==> src/rtl/port_reader.sv <==
// Egress read engine for one output port: picks the highest-priority queue, walks its
// page chain, fetches each 8-word page plus ECC code, and streams corrected words out.
module port_reader (
  input  logic         clk,
  input  logic         rst_n,
  input  logic [7:0]   q_nonempty,
  output logic         pg_req,
  output logic [2:0]   pg_prior,
  input  logic         pg_vld,
  input  logic [4:0]   pg_sram,
  input  logic [10:0]  pg_addr,
  output logic         pg_free,
  output logic [4:0]   pg_free_sram,
  output logic [10:0]  pg_free_addr,
  output logic [4:0]   sram_sel,
  output logic         rd_en,
  output logic [13:0]  rd_addr,
  input  logic [15:0]  dout,
  output logic         ecc_rd_en,
  input  logic [7:0]   ecc_dout,
  output logic [127:0] dec_data,
  output logic [7:0]   dec_code,
  input  logic [127:0] cr_data,
  input  logic         ecc_uncorr,
  output logic         out_vld,
  input  logic         out_ready,
  output logic [15:0]  out_data,
  output logic         out_sop,
  output logic         out_eop,
  output logic         out_err,
  output logic [1:0]   dbg_state
);

  typedef enum logic [1:0] {IDLE = 2'd0, REQ = 2'd1, FETCH = 2'd2, EMIT = 2'd3} state_t;

  state_t      state_q, state_d;
  logic [2:0]  prior_q, prior_d;
  logic [4:0]  sram_q, sram_d;
  logic [10:0] addr_q, addr_d;
  logic [3:0]  f_q, f_d;
  logic [2:0]  e_q, e_d;
  logic [8:0]  rem_q, rem_d;
  logic        first_q, first_d;
  logic        err_acc_q, err_acc_d;
  logic [7:0]  code_q;
  logic [15:0] buf_q [8];
  logic        free_q;
  logic [4:0]  free_sram_q;
  logic [10:0] free_addr_q;

  logic [2:0]  hi_prior;
  logic [15:0] word;
  logic [8:0]  hdr_len, rem_cur;
  logic        is_eop, accept, page_end;

  always_comb begin
    hi_prior = 3'd0;
    for (int i = 0; i < 8; i++) begin
      if (q_nonempty[i]) hi_prior = 3'(i);
    end
  end

  // The header word carries the packet length; the count is live on word 0 of the first
  // page so a one-word packet can flag eop immediately.
  assign word     = cr_data[{e_q, 4'b0000} +: 16];
  assign hdr_len  = (word[15:7] == 9'd0) ? 9'd1 : word[15:7];
  assign rem_cur  = (first_q && e_q == 3'd0) ? hdr_len : rem_q;
  assign is_eop   = (state_q == EMIT) && (rem_cur == 9'd1);
  assign accept   = (state_q == EMIT) && out_ready;
  assign page_end = accept && ((e_q == 3'd7) || is_eop);

  always_ff @(posedge clk or negedge rst_n) begin
    if (!rst_n) begin
      state_q     <= IDLE;
      prior_q     <= 3'd0;
      sram_q      <= 5'd0;
      addr_q      <= 11'd0;
      f_q         <= 4'd0;
      e_q         <= 3'd0;
      rem_q       <= 9'd0;
      first_q     <= 1'b0;
      err_acc_q   <= 1'b0;
      code_q      <= 8'd0;
      free_q      <= 1'b0;
      free_sram_q <= 5'd0;
      free_addr_q <= 11'd0;
      for (int k = 0; k < 8; k++) buf_q[k] <= 16'd0;
    end else begin
      state_q   <= state_d;
      prior_q   <= prior_d;
      sram_q    <= sram_d;
      addr_q    <= addr_d;
      f_q       <= f_d;
      e_q       <= e_d;
      rem_q     <= rem_d;
      first_q   <= first_d;
      err_acc_q <= err_acc_d;
      free_q    <= page_end;
      if (page_end) begin
        free_sram_q <= sram_q;
        free_addr_q <= addr_q;
      end
      // SRAM data lags the read strobe by one cycle.
      if (state_q == FETCH && f_q != 4'd0) buf_q[f_q[2:0] - 3'd1] <= dout;
      if (state_q == FETCH && f_q == 4'd1) code_q <= ecc_dout;
    end
  end

  always_comb begin
    state_d   = state_q;
    prior_d   = prior_q;
    sram_d    = sram_q;
    addr_d    = addr_q;
    f_d       = f_q;
    e_d       = e_q;
    rem_d     = rem_q;
    first_d   = first_q;
    err_acc_d = err_acc_q;
    case (state_q)
      IDLE: begin
        if (q_nonempty != 8'd0) begin
          prior_d = hi_prior;
          first_d = 1'b1;
          state_d = REQ;
        end
      end
      REQ: begin
        if (pg_vld) begin
          sram_d  = pg_sram;
          addr_d  = pg_addr;
          f_d     = 4'd0;
          e_d     = 3'd0;
          state_d = FETCH;
        end
      end
      FETCH: begin
        f_d = f_q + 4'd1;
        if (f_q == 4'd8) begin
          f_d     = 4'd0;
          state_d = EMIT;
        end
      end
      EMIT: begin
        if (accept) begin
          rem_d = rem_cur - 9'd1;
          e_d   = e_q + 3'd1;
        end
        if (page_end) begin
          err_acc_d = err_acc_q | ecc_uncorr;
          first_d   = 1'b0;
          if (is_eop) begin
            err_acc_d = 1'b0;
            state_d   = IDLE;
          end else begin
            state_d = REQ;
          end
        end
      end
      default: state_d = IDLE;
    endcase
  end

  always_comb begin
    pg_req       = (state_q == REQ);
    pg_prior     = prior_q;
    sram_sel     = sram_q;
    rd_en        = (state_q == FETCH) && !f_q[3];
    rd_addr      = rd_en ? {addr_q, f_q[2:0]} : 14'd0;
    ecc_rd_en    = (state_q == FETCH) && (f_q == 4'd0);
    dec_code     = code_q;
    dec_data     = '0;
    for (int k = 0; k < 8; k++) dec_data[16*k +: 16] = buf_q[k];
    out_vld      = (state_q == EMIT);
    out_data     = out_vld ? word : 16'd0;
    out_sop      = out_vld && first_q && (e_q == 3'd0);
    out_eop      = is_eop;
    out_err      = is_eop && (err_acc_q | ecc_uncorr);
    pg_free      = free_q;
    pg_free_sram = free_sram_q;
    pg_free_addr = free_addr_q;
    dbg_state    = state_q;
  end

endmodule

==> config.mk <==
export PLATFORM = sky130hd
export DESIGN_NAME = port_reader
export DESIGN_NICKNAME = d
export VERILOG_FILES = /design/src/rtl/port_reader.sv
export SDC_FILE = /design/constraint.sdc
export NUM_CORES = 1
export LEC_CHECK = 0
export ABC_AREA = 1
export CAP_MARGIN = 20
export CORE_UTILIZATION = 41
export CTS_CLUSTER_DIAMETER = 120
export DETAILED_ROUTE_END_ITERATION = 10
export GPL_ROUTABILITY_DRIVEN = 0
export GPL_TIMING_DRIVEN = 0
export PLACE_DENSITY = 0.83
export SYNTH_ARGS = -nofsm -noshare
export SYNTH_HDL_FRONTEND = slang
export SYNTH_SLANG_ARGS = --single-unit
==> constraint.sdc <==
create_clock -name clk -period 8.8 [get_ports clk]
set_clock_uncertainty 0.1 [all_clocks]
set_input_delay 1.32 -clock clk [delete_from_list [all_inputs] [get_ports clk]]
set_output_delay 1.32 -clock clk [all_outputs]
set_load 0.02 [all_outputs]
==> results <==
- After clock tree synthesis, the clock-pin slew on the worst setup and hold paths is 80 ps.
- For this run the aggregate overflow at the end of global routing stands at 0.
- The fraction of layout instances using a drive strength above 1 is 0.169.
- Static timing analysis puts the maximum clock frequency at 174 MHz.
- Post-CTS timing repair inserted 0 buffers for setup.
- The number of different library cells used by synthesis comes to 31.
- Clock tree synthesis found a total of 192 sinks.
- By area, the combinational part of the netlist is dominated by simple AND/OR/NAND/NOR gates.
- For this run, the share of the core covered by cells in the final layout is 0.642.
- The y dimension of the die is around 150 um.
- Excluding fillers, the count of instances in the completed layout stands at 1,660.
- In this run, post-CTS hold repair placed 0 buffers.
- For the worst-skew pair, the clock arrives at the later sink with an insertion delay of 430 ps.
- Once detailed placement completed, the half-perimeter wirelength came to 23.0 mm.
- From synthesis to final layout, the design area changed by 52.0%.
- The number of slew-limit violations in the final report is 0.
- The number of global-route vias before repair is 8,850.
- The first routing iteration left 502 violations.
- For this run, the post-layout net count is 1,560.
- The sum of met3 wire segment lengths after detailed routing is 2.76 mm.
- The mux contribution to synthesized area is 0.165.
- The average wire per cell in the routed design is approximately 18 um.
- The length of routed met2 wiring is 14.5 mm.
- For the worst setup path, the data required time is 7380 ps.
- The data arrival time of the worst path is 4340 ps.
- The mean number of vias per cell is 5.08.
- The die outline width is 153 um.
- Dividing the synthesized area by the synthesized cell count gives 9.65 um2.
- The tightest slew margin relative to the limit is 0.593.
- The all-layer global routing usage is 0.266.
- The area of the mapped netlist is 9340 um2.
- Max-cap violations in this run came to 0.
- Of the total synthesized cell area, the portion taken by AND, OR, NAND and NOR gates is 0.170.
- In this run the static leakage power is 6.54 nW.
- The critical path launch point type is a flop.
- For the worst flop-to-flop path, the logic depth is 20.
- The final hold violation count was 0.
- No sink is reached through more buffers than the 2 on the longest clock path.
- The number of placement rows is 54.
- The highest cell delay on the worst timing path is ~600 ps.
- Once the clock tree was built, the resizer swapped 0 gates to a different size.
- In the layout the commonest cells are 379 x clkdlybuf4s50_1, 214 x nand2_1, 192 x dfrtp_1, 137 x mux2_2, 91 x nor2_1.
- In this run the critical register-to-register path is captured at pg_free_sram[1]$_DFFE_PN0P_.
- The post-layout minimum cycle time is approximately 5800 ps.
- The worst vdd rail ir drop is around 230 uV.
- The number of diodes added for antenna fixing is 0.
- For hold timing, the worst endpoint is pg_free_sram[1]$_DFFE_PN0P_.
- The slowest cell on the critical path is clkdlybuf4s50_1.
- The area share of xor/xnor cells in the synthesized design is 0.00375.
- The pin count of the biggest net entering global routing is 120.
- The worst setup path is of the flop to output pin kind.
- After synthesis the netlist holds a flip-flop and latch count of 192.
- The routed metal-1 wirelength is 12.3 mm.
- In this run the most critical hold path is launched from pg_free_sram[1]$_DFFE_PN0P_.
- The number of CTS-inserted buffers is 17.
- The signal on the critical path passes through inv_2 > buf_4 > buf_2 > clkbuf_1 > ha_1 > nand3_1 > buf_2 > nand2_1 > nand2_2 > inv_1 > ha_1 > nand2_1 > nor2_1 > nand3_2 > nor2_1 > o21a_1 > clkdlybuf4s50_1.
- The measured slew at the worst slew-check pin is between 600 and 700 ps.
- The I/O pin count is 381.
- Setup repair after global routing left no endpoint under its margin.
- The area of the die is 23,400 um2.
- In this run the remaining antenna-violating nets after routing total 0.
- Of the total synthesized cell area, the portion taken by full adders, half adders and majority gates is 0.0161.
- The library cell used most frequently in the layout, excluding fill and tap cells, is clkdlybuf4s50_1.
- The post-synthesis sequential area ratio is 0.515.
- The number of placed instances, taps included, is 1,628.
- The number of detailed-route iterations in the first pass is 7.
- The slack of the worst reg-to-reg path is 4960 ps.
- The startpoint identified for the worst register-to-register timing path is e_q[1]$_DFFE_PN0P_.
- The final count of negative-setup-slack endpoints is 0.
- The worst hold path was traced through 2 stages.
- The total power after layout is 4.65 mW.
- The core box area is roughly 22,000 um2.
- The initial utilization of the core area, before any placement, comes to 0.423.
- The clock tree synthesis step divided the H-tree into 4 levels.
- The maximum fanout along the worst path is 10.
- The run finished with clean final reports.
- The clock root buffer is clkbuf_16.
- The cell count after synthesis is slightly below 1,000.
- The ratio of total power to cell area is 328 nW/um2.
- The worst hold path belongs to the class flop to flop.
- The total via count in the routed design is around 8,400.
- The total DRC errors in the routed layout is 0.
- The number of input and output port buffers inserted is 380.
- Summed over all layers, the routed wires come to 30.4 mm.
- The first global-routing pass estimated 48.3 mm of wire.
- The clock tree from TritonCTS is done.
- The top layer used by detailed routing is met4.
- The Yosys step of the flow raised 0 warnings.
- The synthesized-area fraction occupied by ao, oa, aoi and oai cells is 0.0681.
- STA classifies the critical path endpoint as an output pin.
- The total nets after synthesis is 1,160.
- The final critical-path share of the clock period is 0.654.
- The number of antenna violations at the first check in global routing is 0.
[cells in the mapped netlist]
cell type,n,area [um2]
o21ai_1,5,25.0
inv_4,1,6.26
nor2_1,91,342
and3_1,1,6.26
o21ai_2,14,123
nand3_1,56,280
nor2_2,10,62.6
buf_2,7,35.0
nand2_4,1,11.3
nand3_2,1,10.0
xor2_1,1,8.76
o21a_1,1,7.51
a21oi_1,9,45.0
nor3_1,4,20.0
buf_6,7,78.8
nor4_1,1,6.26
clkbuf_1,15,56.3
nand4_1,2,12.5
inv_2,3,11.3
buf_4,13,97.6
inv_1,77,289
a31oi_1,12,75.1
xnor2_1,3,26.3
clkinv_1,2,7.51
nand2_1,214,803
nand2_2,5,31.3
mux2_2,137,1540
ha_1,12,150
o22ai_1,8,50.1
dfrtp_1,192,4800
o21ai_0,62,310
[sequential cells by signal, summed over array words and instances (netlist names)]
register	cells
first_q	1
dbg_state	2
pg_free	1
rem_q	9
dec_code	8
pg_free_sram	5
addr_q	11
pg_free_addr	11
dec_data	128
e_q	3
err_acc_q	1
f_q	4
sram_sel	5
pg_prior	3
[per-layer routing]
| layer | vias to the layer above | GRT usage |
|---|---|---|
| li1 | 3972 | - |
| met5 | - | 0 |
| met2 | 358 | 0.442 |
| met3 | 57 | 0.0899 |
| met4 | 0 | 0.0952 |
| met1 | 4046 | 0.320 |
[logic make-up (layout without fill, tap and decap cells)]
| group | after synthesis | after routing |
|---|---|---|
| mux | 137 | 137 |
| fa+ha+maj | 12 | 12 |
| flops | 192 | 192 |
| buf+inv | 125 | 538 |
| xor+xnor | 4 | 4 |
| simple gates | 386 | 386 |
| compound gates | 111 | 111 |
[metrics by stage]
stage	setup TNS [ps]	hold slack [ps]	cell area (um2)	worst slack (ps)
after detailed placement	0	370	13500	3320
final	0	382	14200	3040
after global placement	-307900	362	13500	-1610
after floorplan	0	342	9340	4290
after global routing	0	405	14200	2720
after CTS	0	388	14200	3090
[worst max-delay path by stage]
| stage | start | end | slack [ps] | cells past startpoint |
|---|---|---|---|---|
| 2_1_floorplan | cr_data[27] | out_err | 4290 | 17 |
| 3_3_place_gp | rst_n | pg_prior[1]$_DFFE_PN0P_ | -1610 | 1 |
| 3_5_place_dp | cr_data[44] | out_err | 3320 | 19 |
| 4_1_cts | e_q[1]$_DFFE_PN0P_ | out_err | 3090 | 17 |
| 5_1_grt | e_q[1]$_DFFE_PN0P_ | out_err | 2720 | 17 |
| 6_report | e_q[1]$_DFFE_PN0P_ | out_err | 3040 | 17 |
[power by group]
group | internal [mW] | leakage, nW | switching (mW)
Combinational | 1.09 | 3.71 | 1.30
Clock | 0.414 | 0.325 | 0.439
Sequential | 1.22 | 2.51 | 0.188
Total | 2.72 | 6.54 | 1.93
[worst max-delay path: cells and delay by family (launching register included)]
| family | cells | cell delay [ps] |
|---|---|---|
| AOI/OAI and AO/OA | 1 | 140 |
| buffers and inverters | 7 | 2000 |
| adders and majority gates | 2 | 390 |
| DFF | 1 | 480 |
| and+or+nand+nor | 7 | 870 |
[layout make-up]
cell class	count	area (um2)
clock inverter	15	245
sequential	192	4800
fill	1773	7900
inverter	83	314
timing repair buffer	381	3840
clock buffer	17	425
buffer	42	268
multi-input combinational	650	3950
tap	280	350
Power figures use the tool's default switching activity.
